--- config.mk ---
export PLATFORM = sky130hd
export DESIGN_NAME = hub75_scan_reader
export DESIGN_NICKNAME = d
export VERILOG_FILES = /design/src/rtl/hub75_scan_reader.sv
export SDC_FILE = /design/constraint.sdc
export NUM_CORES = 1
export LEC_CHECK = 0
export CAP_MARGIN = 10
export CORE_AREA = 10 10 103 105
export DETAILED_ROUTE_END_ITERATION = 16
export DIE_AREA = 0 0 113 115
export PLACE_DENSITY = 0.69
export SLEW_MARGIN = 30
export SYNTH_ARGS = -nofsm -noshare
export SYNTH_HDL_FRONTEND = slang
export SYNTH_SLANG_ARGS = --single-unit
--- constraint.sdc ---
create_clock -name clk_i -period 9.6 [get_ports clk_i]
set_clock_uncertainty 0.2 [all_clocks]
set_input_delay 2.88 -clock clk_i [delete_from_list [all_inputs] [get_ports clk_i]]
set_output_delay 2.88 -clock clk_i [all_outputs]
set_load 0.005 [all_outputs]
--- src/rtl/hub75_scan_reader.sv ---
// HUB75 scan engine: reads RGB565 pairs from the frame buffer, shifts one bit-plane per pass
// and displays it with binary-coded modulation (plane p is lit for BASE_TIME<<p cycles).
module hub75_scan_reader #(
  parameter int COLUMNS   = 64,
  parameter int ROW_PAIRS = 16,
  parameter int PLANES    = 5,
  parameter int BASE_TIME = 8
) (
  input  logic                         clk_i,
  input  logic                         rst_i,
  input  logic                         enable_i,
  output logic [10:0]                  address_b_o,
  output logic                         clock_en_b_o,
  input  logic [15:0]                  qb_i,
  output logic                         panel_clk_o,
  output logic                         panel_latch_o,
  output logic                         panel_oe_o,
  output logic [$clog2(ROW_PAIRS)-1:0] panel_row_addr_o,
  output logic [2:0]                   rgb1_o,
  output logic [2:0]                   rgb2_o,
  output logic                         frame_start_o
);

  localparam int CW = $clog2(COLUMNS);
  localparam int RW = $clog2(ROW_PAIRS);
  localparam int PW = (PLANES > 1) ? $clog2(PLANES) : 1;
  localparam int TW = $clog2((BASE_TIME << (PLANES - 1)) + 1);

  localparam logic [2:0] S_IDLE    = 3'd0;
  localparam logic [2:0] S_SHIFT   = 3'd1;
  localparam logic [2:0] S_BLANK   = 3'd2;
  localparam logic [2:0] S_LATCH   = 3'd3;
  localparam logic [2:0] S_DISPLAY = 3'd4;

  logic [2:0]    state_q, state_d;
  logic [1:0]    phase_q, phase_d;
  logic [CW-1:0] col_q, col_d;
  logic [RW-1:0] row_q, row_d;
  logic [PW-1:0] plane_q, plane_d;
  logic [TW-1:0] timer_q, timer_d;
  logic [10:0]   address_q, address_d;
  logic          cen_q, cen_d, pclk_q, pclk_d, latch_q, latch_d, oe_q, oe_d, fs_q, fs_d;
  logic [RW-1:0] row_addr_q;
  logic [15:0]   top_q;
  logic [2:0]    rgb1_q, rgb2_q;
  logic [2:0]    bit_k;
  logic          live_rgb;

  // Highest PLANES bits of each channel are displayed; plane 0 is the least significant of them.
  assign bit_k = 3'(5 - PLANES) + 3'(plane_q);

  function automatic logic [2:0] plane_bits(input logic [15:0] w, input logic [2:0] k);
    logic [3:0] kk;
    kk = {1'b0, k};
    return {w[kk + 4'd11], w[kk + 4'd6], w[kk]};
  endfunction

  always_comb begin
    state_d = state_q;
    phase_d = phase_q;
    col_d   = col_q;
    row_d   = row_q;
    plane_d = plane_q;
    timer_d = timer_q;
    case (state_q)
      S_IDLE: begin
        if (enable_i) begin
          state_d = S_SHIFT;
          phase_d = '0;
          col_d   = '0;
          row_d   = '0;
          plane_d = '0;
        end
      end
      S_SHIFT: begin
        phase_d = phase_q + 2'd1;
        if (phase_q == 2'd3) begin
          if (col_q == CW'(COLUMNS - 1)) begin
            state_d = S_BLANK;
            col_d   = '0;
          end else begin
            col_d = col_q + CW'(1);
          end
        end
      end
      S_BLANK: state_d = S_LATCH;
      S_LATCH: begin
        state_d = S_DISPLAY;
        timer_d = TW'(BASE_TIME << plane_q) - TW'(1);
      end
      S_DISPLAY: begin
        if (timer_q == '0) begin
          if (plane_q == PW'(PLANES - 1)) begin
            plane_d = '0;
            row_d   = row_q + RW'(1);
          end else begin
            plane_d = plane_q + PW'(1);
          end
          state_d = enable_i ? S_SHIFT : S_IDLE;
          phase_d = '0;
          col_d   = '0;
        end else begin
          timer_d = timer_q - TW'(1);
        end
      end
      default: state_d = S_IDLE;
    endcase
  end

  // Panel and buffer controls are registered from the next state so they line up with it.
  always_comb begin
    cen_d     = (state_d == S_SHIFT) && !phase_d[1];
    address_d = cen_d ? {phase_d[0], row_d, col_d} : address_q;
    pclk_d    = (state_d == S_SHIFT) && (phase_d == 2'd3);
    latch_d   = (state_d == S_LATCH);
    oe_d      = (state_d != S_DISPLAY);
    fs_d      = (state_d == S_SHIFT) && (phase_d == 2'd0) && (col_d == '0) &&
                (row_d == '0) && (plane_d == '0);
  end

  always_ff @(posedge clk_i) begin
    if (rst_i) begin
      state_q    <= S_IDLE;
      phase_q    <= '0;
      col_q      <= '0;
      row_q      <= '0;
      plane_q    <= '0;
      timer_q    <= '0;
      address_q  <= '0;
      cen_q      <= 1'b0;
      pclk_q     <= 1'b0;
      latch_q    <= 1'b0;
      oe_q       <= 1'b1;
      fs_q       <= 1'b0;
      row_addr_q <= '0;
      top_q      <= '0;
      rgb1_q     <= '0;
      rgb2_q     <= '0;
    end else begin
      state_q   <= state_d;
      phase_q   <= phase_d;
      col_q     <= col_d;
      row_q     <= row_d;
      plane_q   <= plane_d;
      timer_q   <= timer_d;
      address_q <= address_d;
      cen_q     <= cen_d;
      pclk_q    <= pclk_d;
      latch_q   <= latch_d;
      oe_q      <= oe_d;
      fs_q      <= fs_d;
      if (state_d == S_LATCH) row_addr_q <= row_q;
      if (state_q == S_SHIFT && phase_q == 2'd1) top_q <= qb_i;
      if (state_q == S_SHIFT && phase_q == 2'd2) begin
        rgb1_q <= plane_bits(top_q, bit_k);
        rgb2_q <= plane_bits(qb_i, bit_k);
      end
    end
  end

  // Bottom word arrives in ph2; presenting it straight away gives a full cycle of setup before PanelClk rises.
  assign live_rgb         = (state_q == S_SHIFT) && (phase_q == 2'd2);
  assign rgb1_o           = live_rgb ? plane_bits(top_q, bit_k) : rgb1_q;
  assign rgb2_o           = live_rgb ? plane_bits(qb_i, bit_k) : rgb2_q;
  assign address_b_o      = address_q;
  assign clock_en_b_o     = cen_q;
  assign panel_clk_o      = pclk_q;
  assign panel_latch_o    = latch_q;
  assign panel_oe_o       = oe_q;
  assign panel_row_addr_o = row_addr_q;
  assign frame_start_o    = fs_q;

endmodule

==> flow_metrics.py, run 1 <==
metrics = {
    "status": {
        "outcome": "completed",
    },
    "clock_network": {
        "cts_resized": 0,
        "htreeDepth": 3,
        "cts_hold_repair.buffers": 0,
        "worst_skew_pair.late_latency_ns": 0.34,
        "cts_sinks": 68,
        "cts.repair_timing.setup_buffer_count": 0,
        "clockRootBuffer": "sky130_fd_sc_hd__clkbuf_8",
        "cts_tree": "yes",
        "cts_buffer_count": 9,
        "cts.clk_slew.worst_paths_ns": 0.07,
        "clock_tree.buffer_depth": 2,
    },
    "floorplan": {
        "design.portCount": 45,
        "core_region_area_um2": 8550,
        "floorplan.initialDensity": 0.450,
        "die_width_um": 113,
        "rows": 34,
        "die_height_um": 115,
        "die_area_um2": 13000,
    },
    "synthesis": {
        "syn_area_per_cell_um2": 8.79,
        "largest_family_of_logic_cells_by_synthesized_area": "simple AND/OR/NAND/NOR gates",
        "library_cell_with_the_highest_instance_count_after_synthesis": "sky130_fd_sc_hd__dfxtp_1",
        "async_reset_ff_frac": 0,
        "seq_area_frac_synth": 0.354,
        "synth.ff_latch_count": 68,
        "post_synth_instance_area_um2": 3850,
        "post_synth_inst_count": 438,
        "synth-warning-count": 0,
        "post_synth_net_total": 474,
        "top_area_cells_in_the_synthesized_netlist": "sky130_fd_sc_hd__dfxtp_1 (35%), sky130_fd_sc_hd__mux4_2 (9.4%), sky130_fd_sc_hd__mux2i_1 (6.5%)",
        "count_of_flip_flops_with_a_built_in_enable_after_synthesis": 0,
        "synth-xor-area-share": 0.0114,
        "synth_simple_gate_area_share": 0.219,
        "yosys.area.top_type": "sky130_fd_sc_hd__dfxtp_1",
        "synth_compound_area_frac": 0.141,
        "ys_dominant_reg_cell": "sky130_fd_sc_hd__dfxtp_1",
        "number_of_different_library_cells_in_the_post_synthesis_netlist": 50,
        "yosys.area_share.adder": 0.0553,
        "yosysTopAreaCellShare": 0.354,
        "synth_common_cells": "sky130_fd_sc_hd__dfxtp_1 (68), sky130_fd_sc_hd__nand2_1 (59), sky130_fd_sc_hd__nor2_1 (48)",
        "yosys-mux-area-fraction": 0.176,
    },
    "sta": {
        "report.final.hold_viol_count": 0,
        "slew_headroom": 0.414,
        "fmaxAchievable_ghz": 0.123,
        "post_layout_minimum_cycle_time_ns": 8.16,
        "rsz0062_at_grt": "false",
        "fin_setup_tns_ns": 0,
        "slew_viol_final": 0,
        "worst_pin_slew_ns": 0.878,
        "total_setup_violations_reported_at_the_end_of_the_flow": 0,
        "holdWs_ns": 0.270,
        "post-route-period-util": 0.850,
    },
    "drt": {
        "detail_route.first_pass.iterations": 4,
        "via_count": 3258,
        "detail-route-antenna-nets": 0,
        "drt_wl_total_um": 9340,
        "drt-vias-per-instance": 5.59,
        "route.detailed.drc": 0,
        "routed_wire_length_per_instance_um": 16.0,
        "drt_first_iter_violations": 175,
    },
    "power_and_ir_drop": {
        "total_power_uw": 596,
        "switching_share": 0.240,
        "seqPwrFrac": 0.495,
        "powerDensity_nw_per_um2": 131,
        "power.leakage_nw": 1.62,
        "clock_power_share": 0.404,
        "power_report.internal_total_uw": 453,
        "p_switching_uw": 143,
        "comb_power_share": 0.101,
        "peakVddDrop_uv": 79.6,
    },
    "worst_setup_path": {
        "r2r_setup_slack_ns": 6.11,
        "reg2reg_depth": 6,
        "timing_worst_setup_path_type": "input port to output port",
        "timing.critical_path.arrival_ns": 5.08,
        "slowest_cp_cell": "sky130_fd_sc_hd__clkdlybuf4s50_1",
        "critical-path-max-stage-delay_ns": 0.56,
        "timing.critical_path.mode_cell": "sky130_fd_sc_hd__clkdlybuf4s50_1",
        "end_kind": "output port",
        "critical_path_source_type": "input port",
        "worstPathMaxFanout": 3,
        "required_ns": 6.52,
        "cell_breakdown_of_the_critical_path": "clkdlybuf4s50_1 -> mux2i_1 -> mux4_2 -> mux2_2 -> o21ai_0 -> clkdlybuf4s50_1",
    },
    "global_route": {
        "number_of_antenna_violations_at_the_first_check_in_global_routing": 0,
        "grt_first_pass_wirelength_um": 15800,
        "first_global_vias": 3189,
        "track_usage": 0.145,
        "grt-ovfl-total": 0,
        "grt_max_degree": 67,
    },
    "job": {
        "cap_violations": 0,
    },
    "hold_path": {
        "timing.hold.worst_path_depth": 2,
        "worstHoldPathType": "register to register",
    },
    "layout": {
        "finish.utilization": 0.531,
        "area_growth_syn_to_layout_pct": 18.0,
        "final_layout_size_suffix_gt1_frac": 0.107,
        "filler_cell_count": 785,
        "diodes": 0,
        "nets": 506,
    },
    "placed_design": {
        "place_hpwl_um": 6870,
        "io_buffers": 44,
        "gp_routability_congestion": 0.845,
    },
}
sequential cells by signal, summed over array words and instances, names as in the netlist, 2 cells and up:
register,flops
state_q,3
rgb1_q,3
rgb2_q,3
timer_q,8
top_q,16
panel_row_addr_o,4
row_q,4
col_q,6
phase_q,2
address_b_o,11
plane_q,3
cell families after synthesis:
| logic type | count (synthesis) |
|---|---|
| AND/OR/NAND/NOR | 175 |
| multiplexers | 47 |
| XOR/XNOR | 5 |
| buffers and inverters | 41 |
| AO/OA/AOI/OAI | 85 |
| flip-flops | 68 |
| adder cells (fa/ha/maj) | 17 |
cells in the final DEF, fill, tap and decap left out, types with 3 or more instances in the layout:
master	instances
sky130_fd_sc_hd__mux4_2	16
sky130_fd_sc_hd__mux2i_1	25
sky130_fd_sc_hd__nand2b_1	6
sky130_fd_sc_hd__and2_1	3
sky130_fd_sc_hd__and4_1	4
sky130_fd_sc_hd__nor4_1	5
sky130_fd_sc_hd__nor3_1	11
sky130_fd_sc_hd__o22ai_1	3
sky130_fd_sc_hd__o21ai_0	17
sky130_fd_sc_hd__xor2_1	4
sky130_fd_sc_hd__nor2_1	48
sky130_fd_sc_hd__a21oi_1	34
sky130_fd_sc_hd__nand3_1	5
sky130_fd_sc_hd__mux2_2	6
sky130_fd_sc_hd__dfxtp_1	68
sky130_fd_sc_hd__inv_1	14
sky130_fd_sc_hd__buf_4	4
sky130_fd_sc_hd__clkdlybuf4s50_1	43
sky130_fd_sc_hd__clkbuf_8	11
sky130_fd_sc_hd__a31oi_1	4
sky130_fd_sc_hd__nand2_1	59
sky130_fd_sc_hd__and3_1	4
sky130_fd_sc_hd__ha_1	17
sky130_fd_sc_hd__nor2b_1	12
sky130_fd_sc_hd__a211oi_1	8
sky130_fd_sc_hd__a22oi_1	3
power groups by stage:
| stage | Clock, mW | Combinational (mW) | Sequential, mW |
|---|---|---|---|
| after floorplan | 0 | 0.0345 | 0.300 |
| after global placement | 0 | 0.0589 | 0.301 |
| after detailed placement | 0 | 0.0600 | 0.301 |
| after CTS | 0.247 | 0.0604 | 0.295 |
| after global routing | 0.259 | 0.0663 | 0.295 |
| final | 0.241 | 0.0601 | 0.295 |
metal layers:
metal	GRT usage	up-vias	part of all wire
met5	0	-	0
met4	0.0491	0	0.010
met3	0.0380	9	0.053
met2	0.234	72	0.48
met1	0.183	1553	0.45
li1	-	1624	-
final cells by class:
| cell class | instances | area, µm² | area share |
|---|---|---|---|
| clock buffer | 12 | 155 | 0.0342 |
| clock inverter | 4 | 47.5 | 0.0105 |
| inverter | 14 | 52.6 | 0.0116 |
| multi-input combinational | 329 | 2320 | 0.512 |
| sequential | 68 | 1360 | 0.300 |
| tap | 108 | 135 | 0.0298 |
| timing repair buffer | 48 | 465 | 0.102 |
through the flow:
stage	setup slack (ns)	std cells	area [µm²]
after global placement	1.49	567	4330
after detailed placement	1.44	567	4340
final	1.44	583	4540
after floorplan	2.47	438	3850
after CTS	1.43	583	4540
after global routing	1.37	583	4540
worst max-delay path, delay by kind of cell:
| kind | cells | cell delay [ns] |
|---|---|---|
| buf+inv | 2 | 1.06 |
| mux | 3 | 0.91 |
| compound gates | 1 | 0.23 |
final timing paths:
| check | from | to |
|---|---|---|
| setup / recovery | qb_i[1] | rgb2_o[1] |
| hold / removal | top_q[6] | top_q[6] |
| setup reg to reg | plane_q[1] | rgb1_q[2] |
| hold reg to reg | top_q[6] | top_q[6] |
Power figures use the tool's default switching activity.
==> run 2, diff against run 1 <==
--- a/config.mk
+++ b/config.mk
@@ -10,6 +10,8 @@
 export DETAILED_ROUTE_END_ITERATION = 16
 export DIE_AREA = 0 0 113 115
 export PLACE_DENSITY = 0.69
+export RECOVER_POWER = 50
+export REMOVE_ABC_BUFFERS = 1
 export SLEW_MARGIN = 30
 export SYNTH_ARGS = -nofsm -noshare
 export SYNTH_HDL_FRONTEND = slang
==> flow_metrics.py, run 2 (synthesis results as in run 1) <==
metrics = {
    "drt": {
        "route.detailed.drc": 0,
        "drt_wl_total_um": 9250,
        "drt_first_iter_violations": 175,
        "routed_wire_length_per_instance_um": 15.9,
        "detail-route-antenna-nets": 0,
        "drt-vias-per-instance": 5.60,
        "via_count": 3264,
        "detail_route.first_pass.iterations": 4,
    },
    "clock_network": {
        "cts_resized": 0,
        "cts_tree": "yes",
        "cts_sinks": 68,
        "cts.clk_slew.worst_paths_ns": 0.07,
        "worst_skew_pair.late_latency_ns": 0.33,
        "clockRootBuffer": "sky130_fd_sc_hd__clkbuf_8",
        "clock_tree.buffer_depth": 2,
        "htreeDepth": 3,
        "cts_hold_repair.buffers": 0,
        "cts.repair_timing.setup_buffer_count": 0,
        "cts_buffer_count": 9,
    },
    "power_and_ir_drop": {
        "peakVddDrop_uv": 95.0,
        "total_power_uw": 613,
        "seqPwrFrac": 0.481,
        "comb_power_share": 0.097,
        "power.leakage_nw": 1.63,
        "powerDensity_nw_per_um2": 135,
        "switching_share": 0.231,
        "p_switching_uw": 142,
        "clock_power_share": 0.422,
        "power_report.internal_total_uw": 471,
    },
    "floorplan": {
        "die_height_um": 115,
        "die_width_um": 113,
        "core_region_area_um2": 8550,
        "die_area_um2": 13000,
        "rows": 34,
        "floorplan.initialDensity": 0.450,
        "design.portCount": 45,
    },
    "global_route": {
        "first_global_vias": 3181,
        "grt-ovfl-total": 0,
        "track_usage": 0.143,
        "number_of_antenna_violations_at_the_first_check_in_global_routing": 0,
        "grt_first_pass_wirelength_um": 15700,
        "grt_max_degree": 67,
    },
    "layout": {
        "final_layout_size_suffix_gt1_frac": 0.105,
        "commonest_cells_after_routing_fill_and_taps_aside": "sky130_fd_sc_hd__dfxtp_1 (68), sky130_fd_sc_hd__nand2_1 (59), sky130_fd_sc_hd__nor2_1 (48)",
        "multiInputGateArea_um2": 2320,
        "largest-register": "top_q",
        "diodes": 0,
        "number_of_flip_flops_under_the_largest_register_name": 16,
        "design_area_um2": 4550,
        "area_growth_syn_to_layout_pct": 18.3,
        "layout_commonest_cell": "sky130_fd_sc_hd__dfxtp_1",
        "layoutNonFillerInstCount": 583,
        "finish.utilization": 0.532,
        "filler_cell_count": 795,
        "nets": 506,
        "seq_area_um2": 1360,
    },
    "placed_design": {
        "place_hpwl_um": 6730,
        "dpl_ws_ns": 1.47,
        "postPlaceCellArea_um2": 4340,
        "io_buffers": 44,
        "place_inst": 567,
        "gp_routability_congestion": 0.901,
    },
    "worst_setup_path": {
        "required_ns": 6.52,
        "critical_path_source_type": "input port",
        "worstPathMaxFanout": 3,
        "end_kind": "output port",
        "critical-path-top-delay-family": "multiplexers",
        "timing.critical_path.arrival_ns": 5.05,
        "critical-path-max-stage-delay_ns": 0.50,
        "timing_worst_setup_path_type": "input port to output port",
        "cell_breakdown_of_the_critical_path": "clkdlybuf4s50_1 -> mux4_2 -> mux4_2 -> mux2_2 -> clkdlybuf4s50_1",
        "critical_path_buf_inv_count": 2,
        "slowest_cp_cell": "sky130_fd_sc_hd__mux4_2",
    },
    "job": {
        "cap_violations": 1,
    },
    "sta": {
        "rsz0062_at_grt": "false",
        "fin_setup_tns_ns": 0,
        "holdWs_ns": 0.274,
        "slew_viol_final": 67,
        "total_setup_violations_reported_at_the_end_of_the_flow": 0,
        "slew_headroom": -0.886,
        "report.final.hold_viol_count": 0,
        "fmaxAchievable_ghz": 0.123,
        "final_critical_path_setup_slack_ns": 1.47,
        "worst_pin_slew_ns": 2.83,
        "post-route-period-util": 0.847,
        "post_layout_minimum_cycle_time_ns": 8.13,
    },
    "status": {
        "outcome": "finished, violations left",
        "failing_checks": "capacitance limit, slew limit",
    },
    "hold_path": {
        "worstHoldPathType": "register to register",
    },
}
## run 2: final cells by class
type,instances,share of cell area
flip-flops and latches,68,0.299
clock inverters,5,0.0165
inverters,14,0.0115
repair buffers,48,0.101
multi-input cells,329,0.511
clock buffers,11,0.0311
well taps,108,0.0297
## run 2: worst register-to-register path, delay by kind of cell (launching register included)
kind	cells	cell delay, ns
mux	3	1.37
buf+inv	1	0.30
flops	1	0.76
fa+ha+maj	1	0.71
simple gates	1	0.13
## run 2: path summary, 6_finish.rpt
path         depth (start not counted)        end  startpoint  slack (ns)
max reg2reg                          6  rgb1_q[2]  plane_q[1]        5.92
min                                  2   top_q[7]    top_q[7]        0.27
min reg2reg                          2   top_q[7]    top_q[7]        0.27
max                                  5  rgb2_o[2]     qb_i[8]        1.47
## run 2: power groups by stage
stage / registers, mW / clock network (mW) / logic (mW)
floorplan: 0.300 / 0 / 0.0290
global placement: 0.301 / 0 / 0.0592
detailed placement: 0.301 / 0 / 0.0603
CTS: 0.295 / 0.262 / 0.0606
global route: 0.295 / 0.275 / 0.0659
finish: 0.295 / 0.258 / 0.0598
## run 2: layer usage
metal | routed length (µm) | track usage | vias to the layer above
met5 | 0 | 0 | -
met4 | 114 | 0.0381 | 0
met1 | 4270 | 0.186 | 1565
met3 | 406 | 0.0354 | 10
li1 | - | - | 1623
met2 | 4460 | 0.231 | 66
